File: src/rtl/spi_slave.sv
// SPI responder (CPOL=0, LSB first) running on the system clock.
// SCLK/CS/MOSI are oversampled through synchronizers; one-entry TX buffer.
module spi_slave #(
  parameter int DATA_WIDTH  = 8,
  parameter int SYNC_STAGES = 2
) (
  input  logic                  clk,
  input  logic                  reset,
  input  logic [DATA_WIDTH-1:0] slaveDataToSend,
  input  logic                  txLoad,
  output logic                  txReady,
  output logic [DATA_WIDTH-1:0] slaveDataReceived,
  output logic                  rxValid,
  output logic                  txUnderrun,
  output logic                  frameError,
  output logic                  busy,
  input  logic                  SCLK,
  input  logic                  CS,
  input  logic                  MOSI,
  output logic                  MISO,
  output logic                  misoOe
);

  localparam int CW = $clog2(DATA_WIDTH + 1);
  localparam int SW = $clog2(SYNC_STAGES + 2);

  localparam logic [1:0] IDLE  = 2'd0;
  localparam logic [1:0] SHIFT = 2'd1;
  localparam logic [1:0] DONE  = 2'd2;

  logic [SYNC_STAGES-1:0] sclkSync, csSync, mosiSync;
  logic                   sclkDly, csDly;
  logic [SW-1:0]          settleCnt;
  logic [1:0]             state;
  logic [CW-1:0]          bitCnt;
  logic                   txFull;
  logic [DATA_WIDTH-1:0]  txBuf, txShift, rxShift, rxNext;

  logic sclkS, csS, mosiS, settled;
  logic sclkRise, sclkFall, csFall, csRise;
  logic frameStart, loadAcc, shiftRise, shiftFall;

  assign sclkS = sclkSync[SYNC_STAGES-1];
  assign csS   = csSync[SYNC_STAGES-1];
  assign mosiS = mosiSync[SYNC_STAGES-1];

  // Edges are ignored until the synchronizers hold real post-reset samples,
  // so a CS already low when reset releases never looks like a frame start.
  assign settled  = (settleCnt == SW'(SYNC_STAGES + 1));
  assign sclkRise = settled &  sclkS & ~sclkDly;
  assign sclkFall = settled & ~sclkS &  sclkDly;
  assign csFall   = settled & ~csS   &  csDly;
  assign csRise   = settled &  csS   & ~csDly;

  assign frameStart = (state == IDLE) && csFall;
  // A load coinciding with frame start lands in the buffer freed by that start.
  assign loadAcc    = txLoad && (!txFull || frameStart);
  assign shiftRise  = (state == SHIFT) && !csRise && sclkRise;
  assign shiftFall  = (state == SHIFT) && !csRise && sclkFall;
  assign rxNext     = {mosiS, rxShift[DATA_WIDTH-1:1]};

  assign txReady = ~txFull;
  assign busy    = (state != IDLE);
  assign misoOe  = ~csS;

  always_ff @(posedge clk or negedge reset) begin
    if (!reset) begin
      sclkSync          <= '0;
      csSync            <= '1;
      mosiSync          <= '0;
      sclkDly           <= 1'b0;
      csDly             <= 1'b1;
      settleCnt         <= '0;
      state             <= IDLE;
      bitCnt            <= '0;
      txFull            <= 1'b0;
      slaveDataReceived <= '0;
      rxValid           <= 1'b0;
      txUnderrun        <= 1'b0;
      frameError        <= 1'b0;
      MISO              <= 1'b0;
    end else begin
      sclkSync   <= {sclkSync[SYNC_STAGES-2:0], SCLK};
      csSync     <= {csSync[SYNC_STAGES-2:0], CS};
      mosiSync   <= {mosiSync[SYNC_STAGES-2:0], MOSI};
      sclkDly    <= sclkS;
      csDly      <= csS;
      rxValid    <= 1'b0;
      txUnderrun <= 1'b0;
      frameError <= 1'b0;
      if (!settled) settleCnt <= settleCnt + SW'(1);

      if (loadAcc)         txFull <= 1'b1;
      else if (frameStart) txFull <= 1'b0;

      case (state)
        IDLE: begin
          MISO <= 1'b0;
          if (csFall) begin
            state      <= SHIFT;
            bitCnt     <= '0;
            txUnderrun <= ~txFull;
          end
        end
        SHIFT: begin
          if (csRise) begin
            frameError <= 1'b1;
            MISO       <= 1'b0;
            state      <= IDLE;
          end else if (sclkRise) begin
            MISO <= txShift[0];
          end else if (sclkFall) begin
            bitCnt <= bitCnt + CW'(1);
            if (bitCnt == CW'(DATA_WIDTH - 1)) begin
              state             <= DONE;
              slaveDataReceived <= rxNext;
              rxValid           <= 1'b1;
            end
          end
        end
        DONE: begin
          if (csRise) begin
            MISO  <= 1'b0;
            state <= IDLE;
          end
        end
        default: state <= IDLE;
      endcase
    end
  end

  // Datapath registers carry no reset; they are always reloaded before use.
  always_ff @(posedge clk) begin
    if (loadAcc) txBuf <= slaveDataToSend;
    if (frameStart)     txShift <= txFull ? txBuf : '0;
    else if (shiftRise) txShift <= txShift >> 1;
    if (shiftFall) rxShift <= rxNext;
  end

endmodule

File: config.mk
export PLATFORM = sky130hd
export DESIGN_NAME = spi_slave
export DESIGN_NICKNAME = d
export VERILOG_FILES = /design/src/rtl/spi_slave.sv
export SDC_FILE = /design/constraint.sdc
export NUM_CORES = 1
export LEC_CHECK = 0
export CORE_UTILIZATION = 35
export DETAILED_ROUTE_END_ITERATION = 6
export GPL_TIMING_DRIVEN = 0
export SYNTH_ARGS = -nofsm -noshare
export SYNTH_HDL_FRONTEND = slang
export SYNTH_SLANG_ARGS = --single-unit
File: constraint.sdc
create_clock -name clk -period 2.2 [get_ports clk]
set_input_delay 0.44 -clock clk [delete_from_list [all_inputs] [get_ports clk]]
set_output_delay 0.44 -clock clk [all_outputs]
set_load 0.01 [all_outputs]
# ---- Word level (Yosys, flattened, before mapping)
# Index checks and enable logic that the tools add are counted.
dict set report totals {
  mem_count 0
  latchBits 0
  out_inout_bits 15
  ff_bits 53
  inputBits 14
  elab_cells 95
  ram_bits 0
  rom_bits 0
}
dict set report op_classes {
  n_mul 0
  magnitude_cmp 0
  reduce_logical 18
  add_sub_neg 2
  bitwise_logic 15
  n_eq_ne 13
  n_mux 30
  shifts 0
  div 0
}
# cell n
set op_table {}
lappend op_table {{8-bit two-way mux} 3}
lappend op_table {{4-bit two-way mux} 4}
lappend op_table {{5-bit AND reduction} 3}
lappend op_table {{1-bit two-way mux} 14}
lappend op_table {{2-bit two-way mux} 6}
lappend op_table {{2-bit inequality test (second input constant)} 5}
lappend op_table {{3-bit inequality test (second input constant)} 3}
lappend op_table {{1-bit AND} 8}
lappend op_table {{4-bit one-hot mux with 2 select lines} 1}
lappend op_table {{2-bit nonzero test} 4}
lappend op_table {{1-bit inverter} 7}
lappend op_table {{2-bit one-hot mux with 3 select lines} 1}
lappend op_table {{1-bit logical AND} 5}
lappend op_table {{4-bit by 1-bit adder with 4-bit output (second input constant)} 1}
lappend op_table {{2-bit equality test (second input constant)} 2}
lappend op_table {{4-bit by 3-bit equality test with 1-bit output (second input constant)} 1}
lappend op_table {{3-bit by 2-bit inequality test with 1-bit output (second input constant)} 1}
lappend op_table {{1-bit one-hot mux with 3 select lines} 1}
lappend op_table {{3-bit AND reduction} 1}
lappend op_table {{3-bit nonzero test} 1}
lappend op_table {{2-bit by 1-bit adder with 2-bit output (second input constant)} 1}
lappend op_table {{2-bit by 1-bit equality test with 1-bit output (second input constant)} 1}
lappend op_table {{1-bit zero test} 2}
lappend op_table {{2-bit zero test} 1}
lappend op_table {{1-bit logical OR} 1}

# ---- Logic depth before layout (Yosys ltp)
dict set report logic_depth {
  depth_word 8
  ltp_mapped 8
  ltp_nobuf 5
}

# ---- Worst setup path after synthesis
# Ideal clock, no wire load.
dict set report synth_timing {
  path_kind {register to register}
  start {register settleCnt[0]}
  end {register txBuf[0], enable pin}
  period_less_slack_ns 2.245
  setup_ns 0.375
  slack_ns -0.045
  t_arrival_ns 1.870
  t_required_ns 1.825
  path_stages_with_launch 8
  path_buffers 3
  cell_sequence {dfrtp_1 ha_1 buf_4 nand2b_1 or4b_1 buf_2 buf_6 a21boi_1}
}
dict set report synth_between {
  elab_chain_len 6
}
# element line
set synth_lines {}
lappend synth_lines {{start: declaration} 33} ;# logic [SW-1:0] settleCnt;
lappend synth_lines {{start signal: assignment} 91} ;# if (!settled) settleCnt <= settleCnt + SW'(1);
lappend synth_lines {{2-bit equality test} 49} ;# assign settled = (settleCnt == SW'(SYNC_STAGES + 1));
lappend synth_lines {{1-bit AND (2 in series)} 52} ;# assign csFall = settled & ~csS & csDly;
lappend synth_lines {{1-bit logical AND} 55} ;# assign frameStart = (state == IDLE) && csFall;
lappend synth_lines {{1-bit logical OR} 57} ;# assign loadAcc = txLoad && (!txFull || frameStart);
lappend synth_lines {{1-bit logical AND} 57}
lappend synth_lines {{via loadAcc} 41} ;# logic frameStart, loadAcc, shiftRise, shiftFall;
lappend synth_lines {{end signal: assignment} 134} ;# if (loadAcc) txBuf <= slaveDataToSend;
lappend synth_lines {{end: declaration} 37} ;# logic [DATA_WIDTH-1:0] txBuf, txShift, rxShift, rxNext;
# The timed path passes the listed nets, and every way through them passes these cells.
# A chain may end at the register's enable or synchronous reset.

# ---- Final worst setup path
# Ends and elaborated chain as after synthesis.

==> results.toml <==
[worst_setup_path]
reg2reg_to = "txBuf[0]"
worst_setup_path_end_kind = "flop"
slowest_delay_ns = 0.46
cp.arrival_ns = 2.08
critPathKind = "reg -> reg"
crit_chain = "ha_1 -> buf_4 -> nand2b_1 -> or4b_1 -> buf_2 -> buf_6 -> a21boi_4"
reg2reg_depth = 7
startpoint_type = "flop"
cp_top_family = "simple AND/OR/NAND/NOR gates"
worstPathMaxFanout = 10
crit_path_top_delay_cell = "or4b_1"
timing.rr.start = "settleCnt[0]"
cp_num_buf_inv = 3
rrSetupSlack_ns = 0.1
critPathRequiredTime_ns = 2.18

[synthesis]
netlist_area_sq_um = 1960
synth-seq-area-share_pct = 72.6
syn_area_per_cell_sq_um = 14.1
synth_seq_cells = 52
yosys_warnings = 0
synth_cell_type_count = 32
synthCells = 139
synth_nets = 155

[layout]
syn2layout_area_growth_pct = 24.8
multi_input_area_sq_um = 504
nets = 189
drive_gt1_share_pct = 17.2
num_antenna_cells = 0
stdcell_area_sq_um = 2440
regArea_sq_um = 1420
layout_commonest_cell = "clkdlybuf4s50_1"
fillers = 496
final_cell_mix = "27 x clkdlybuf4s50_1, 26 x dfrtp_1, 23 x nand2_1, 23 x edfxtp_1, 9 x mux2_2"

[power_and_ir_drop]
intPower_w = 0.00150
switchingPower_w = 0.000420
power_frac_clock_pct = 32.8
p_leak_nw = 1.00
vdd_ir_drop_max_mv = 0.406
p_sw_share_pct = 21.9
p_seq_share_pct = 58.5
combPwrFrac_pct = 8.6
power_density_nw_per_um2 = 784

[timing]
skew_ns = 0.00816
slew_headroom_pct = 45.6
slew_violations = 0
whs_ns = 0.162
rsz0062_at_grt = "no"
finalHoldViolations = 0
max_freq_mhz = 476
setup_violations = 0
fin_ws_ns = 0.0970
tightest_slew_ns = 0.811
period_share_pct = 95.6
min_period_ns = 2.10

[placement]
dp_slack_ns = -0.160
dpl.hpwl_um = 2130
place.gp.congestion = 0.761
io_buffers = 28
placed_area_sq_um = 2330

[clock_network]
clk_latency_ns = 0.29
clk_pin_slew_ns = 0.09
cts_tree = "done"
cts_made_buffers = 5
postCtsHoldBufs = 0
htree_levels = 2
cts_sinks = 52
clock_path_buffers = 2
cts-root-buf = "clkbuf_8"

[route]
dr.pass1.iters = 2
drc = 0
drt_iter0_markers = 53
vias_per_cell = 4.57
routed_wirelength_um = 2910
wl_per_cell_um = 11.9
vias = 1116
postRouteAntennaNets = 0

[floorplan]
die_x_um = 76.8
std_cell_rows = 26
start_util_pct = 37.4
io_pins = 29
dieArea_sq_um = 5890
die_h_um = 76.8
core-area_sq_um = 5240

[min_path]
worst_hold_path_type = "in -> async"

[global_routing]
grt_pass1_wl_um = 5050
antenna_found_initial = 0
grt_pass1_vias = 1144
grtUsageTotal_pct = 10.9
grt_max_degree = 30
grt.overflow.total = 0

[run]
drv_cap = 0

[run_status]
status = "completed"
==> stage by stage <==
stage / std cells / total power (W) / TNS (ns) / util (%)
floorplan: 139 / 0.00122 / 0 / -
global placement: 237 / 0.00129 / -0.882 / 44.5
detailed placement: 237 / 0.00131 / -1.52 / 44.5
CTS: 245 / 0.00195 / 0 / 46.8
global route: 244 / 0.00201 / 0 / 46.6
finish: 244 / 0.00192 / 0 / 46.6
==> registers in the layout (all words and copies together), names as in the netlist <==
| signal | flops |
|---|---|
| frameError | 1 |
| txShift | 8 |
| sclkSync | 2 |
| bitCnt | 4 |
| MISO | 1 |
| settleCnt | 2 |
| state | 2 |
| rxValid | 1 |
| txFull | 1 |
| mosiSync | 2 |
| txUnderrun | 1 |
| txBuf | 8 |
| csDly | 1 |
| sclkDly | 1 |
| csSync | 2 |
| rxShift | 7 |
| slaveDataReceived | 8 |
==> kinds of logic (layout without fill, tap and decap cells) <==
logic type / Yosys count / count (layout) / synth area share, %
buffers and inverters: 8 / 43 / 2.43
adder cells (fa/ha/maj): 2 / 2 / 1.28
AO/OA/AOI/OAI: 18 / 18 / 5.31
flip-flops: 52 / 52 / 72.6
XOR/XNOR: 1 / 1 / 0.448
AND/OR/NAND/NOR: 47 / 47 / 11.8
multiplexers: 11 / 11 / 6.20
==> worst max path at each step <==
stage | cells after the start | to | start | slack [ns]
2_1_floorplan | 7 | txShift[0] | settleCnt[0] | 0.07
3_3_place_gp | 7 | txShift[7] | settleCnt[0] | -0.11
3_5_place_dp | 7 | txShift[7] | settleCnt[0] | -0.16
4_1_cts | 7 | txBuf[1] | settleCnt[0] | 0.07
5_1_grt | 7 | txBuf[0] | settleCnt[0] | 0.001
6_report | 7 | txBuf[0] | settleCnt[0] | 0.1
==> worst register-to-register path: stages (launching register included) <==
cell and delay (ns):
dfrtp_1 0.37, ha_1 0.15, buf_4 0.15, nand2b_1 0.08, or4b_1 0.46, buf_2 0.16
buf_6 0.14, a21boi_4 0.27
==> synthesized netlist by cell type, drive strengths merged <==
cell,number,area (sq um)
o211ai,3,22.5
xnor2,1,8.76
nand4,1,6.26
inv,2,7.51
a21oi,1,5.00
dfstp,3,78.8
nand3,3,15.0
mux2i,2,20.0
mux2,9,101
nand2,23,86.3
o21ai,11,55.1
nand2b,2,12.5
or4b,1,10.0
nand3b,2,15.0
or2,1,6.26
clkbuf,1,3.75
a31oi,1,6.26
nor3,2,15.0
and2,1,6.26
a21boi,1,7.51
a21o,1,7.51
dfrtp,26,651
or4,1,7.51
buf,5,36.3
nor2,5,18.8
nor2b,5,31.3
edfxtp,23,691
ha,2,25.0
==> per-layer routing <==
layer,wire length [um],global-route usage (%),vias to the layer above,part of all wire (%)
li1,-,-,556,-
met1,1250,12.8,530,43
met2,1520,18.7,26,52
met3,116,3.21,4,4.0
met4,23,4.42,0,0.79
met5,0,0,-,0
==> power by group through the flow <==
stage	logic (W)	clock network (W)	registers, W
5_1_grt	0.000186	0.000693	0.00113
2_1_floorplan	0.0000939	0	0.00113
6_report	0.000166	0.000629	0.00112
3_3_place_gp	0.000161	0	0.00113
4_1_cts	0.000176	0.000652	0.00112
3_5_place_dp	0.000172	0	0.00114
==> layout make-up <==
cell class                      count  share of cell area (%)
Clock inverter                      3                    1.74
Tap cell                           70                    3.59
Inverter                            2                   0.307
Buffer                              5                    1.49
Timing Repair Buffer               28                    11.3
Sequential cell                    52                    58.1
Multi-Input combinational cell     79                    20.6
Clock buffer                        5                    2.82
==> what timing repair did <==
item / in CTS / in global routing
setup buffers: 0 / 0
resized for setup: 3 / 0
pin swaps: 0 / 1
endpoints found under the setup margin: 16 / 9
No activity file was read; power rests on OpenSTA's default activity.
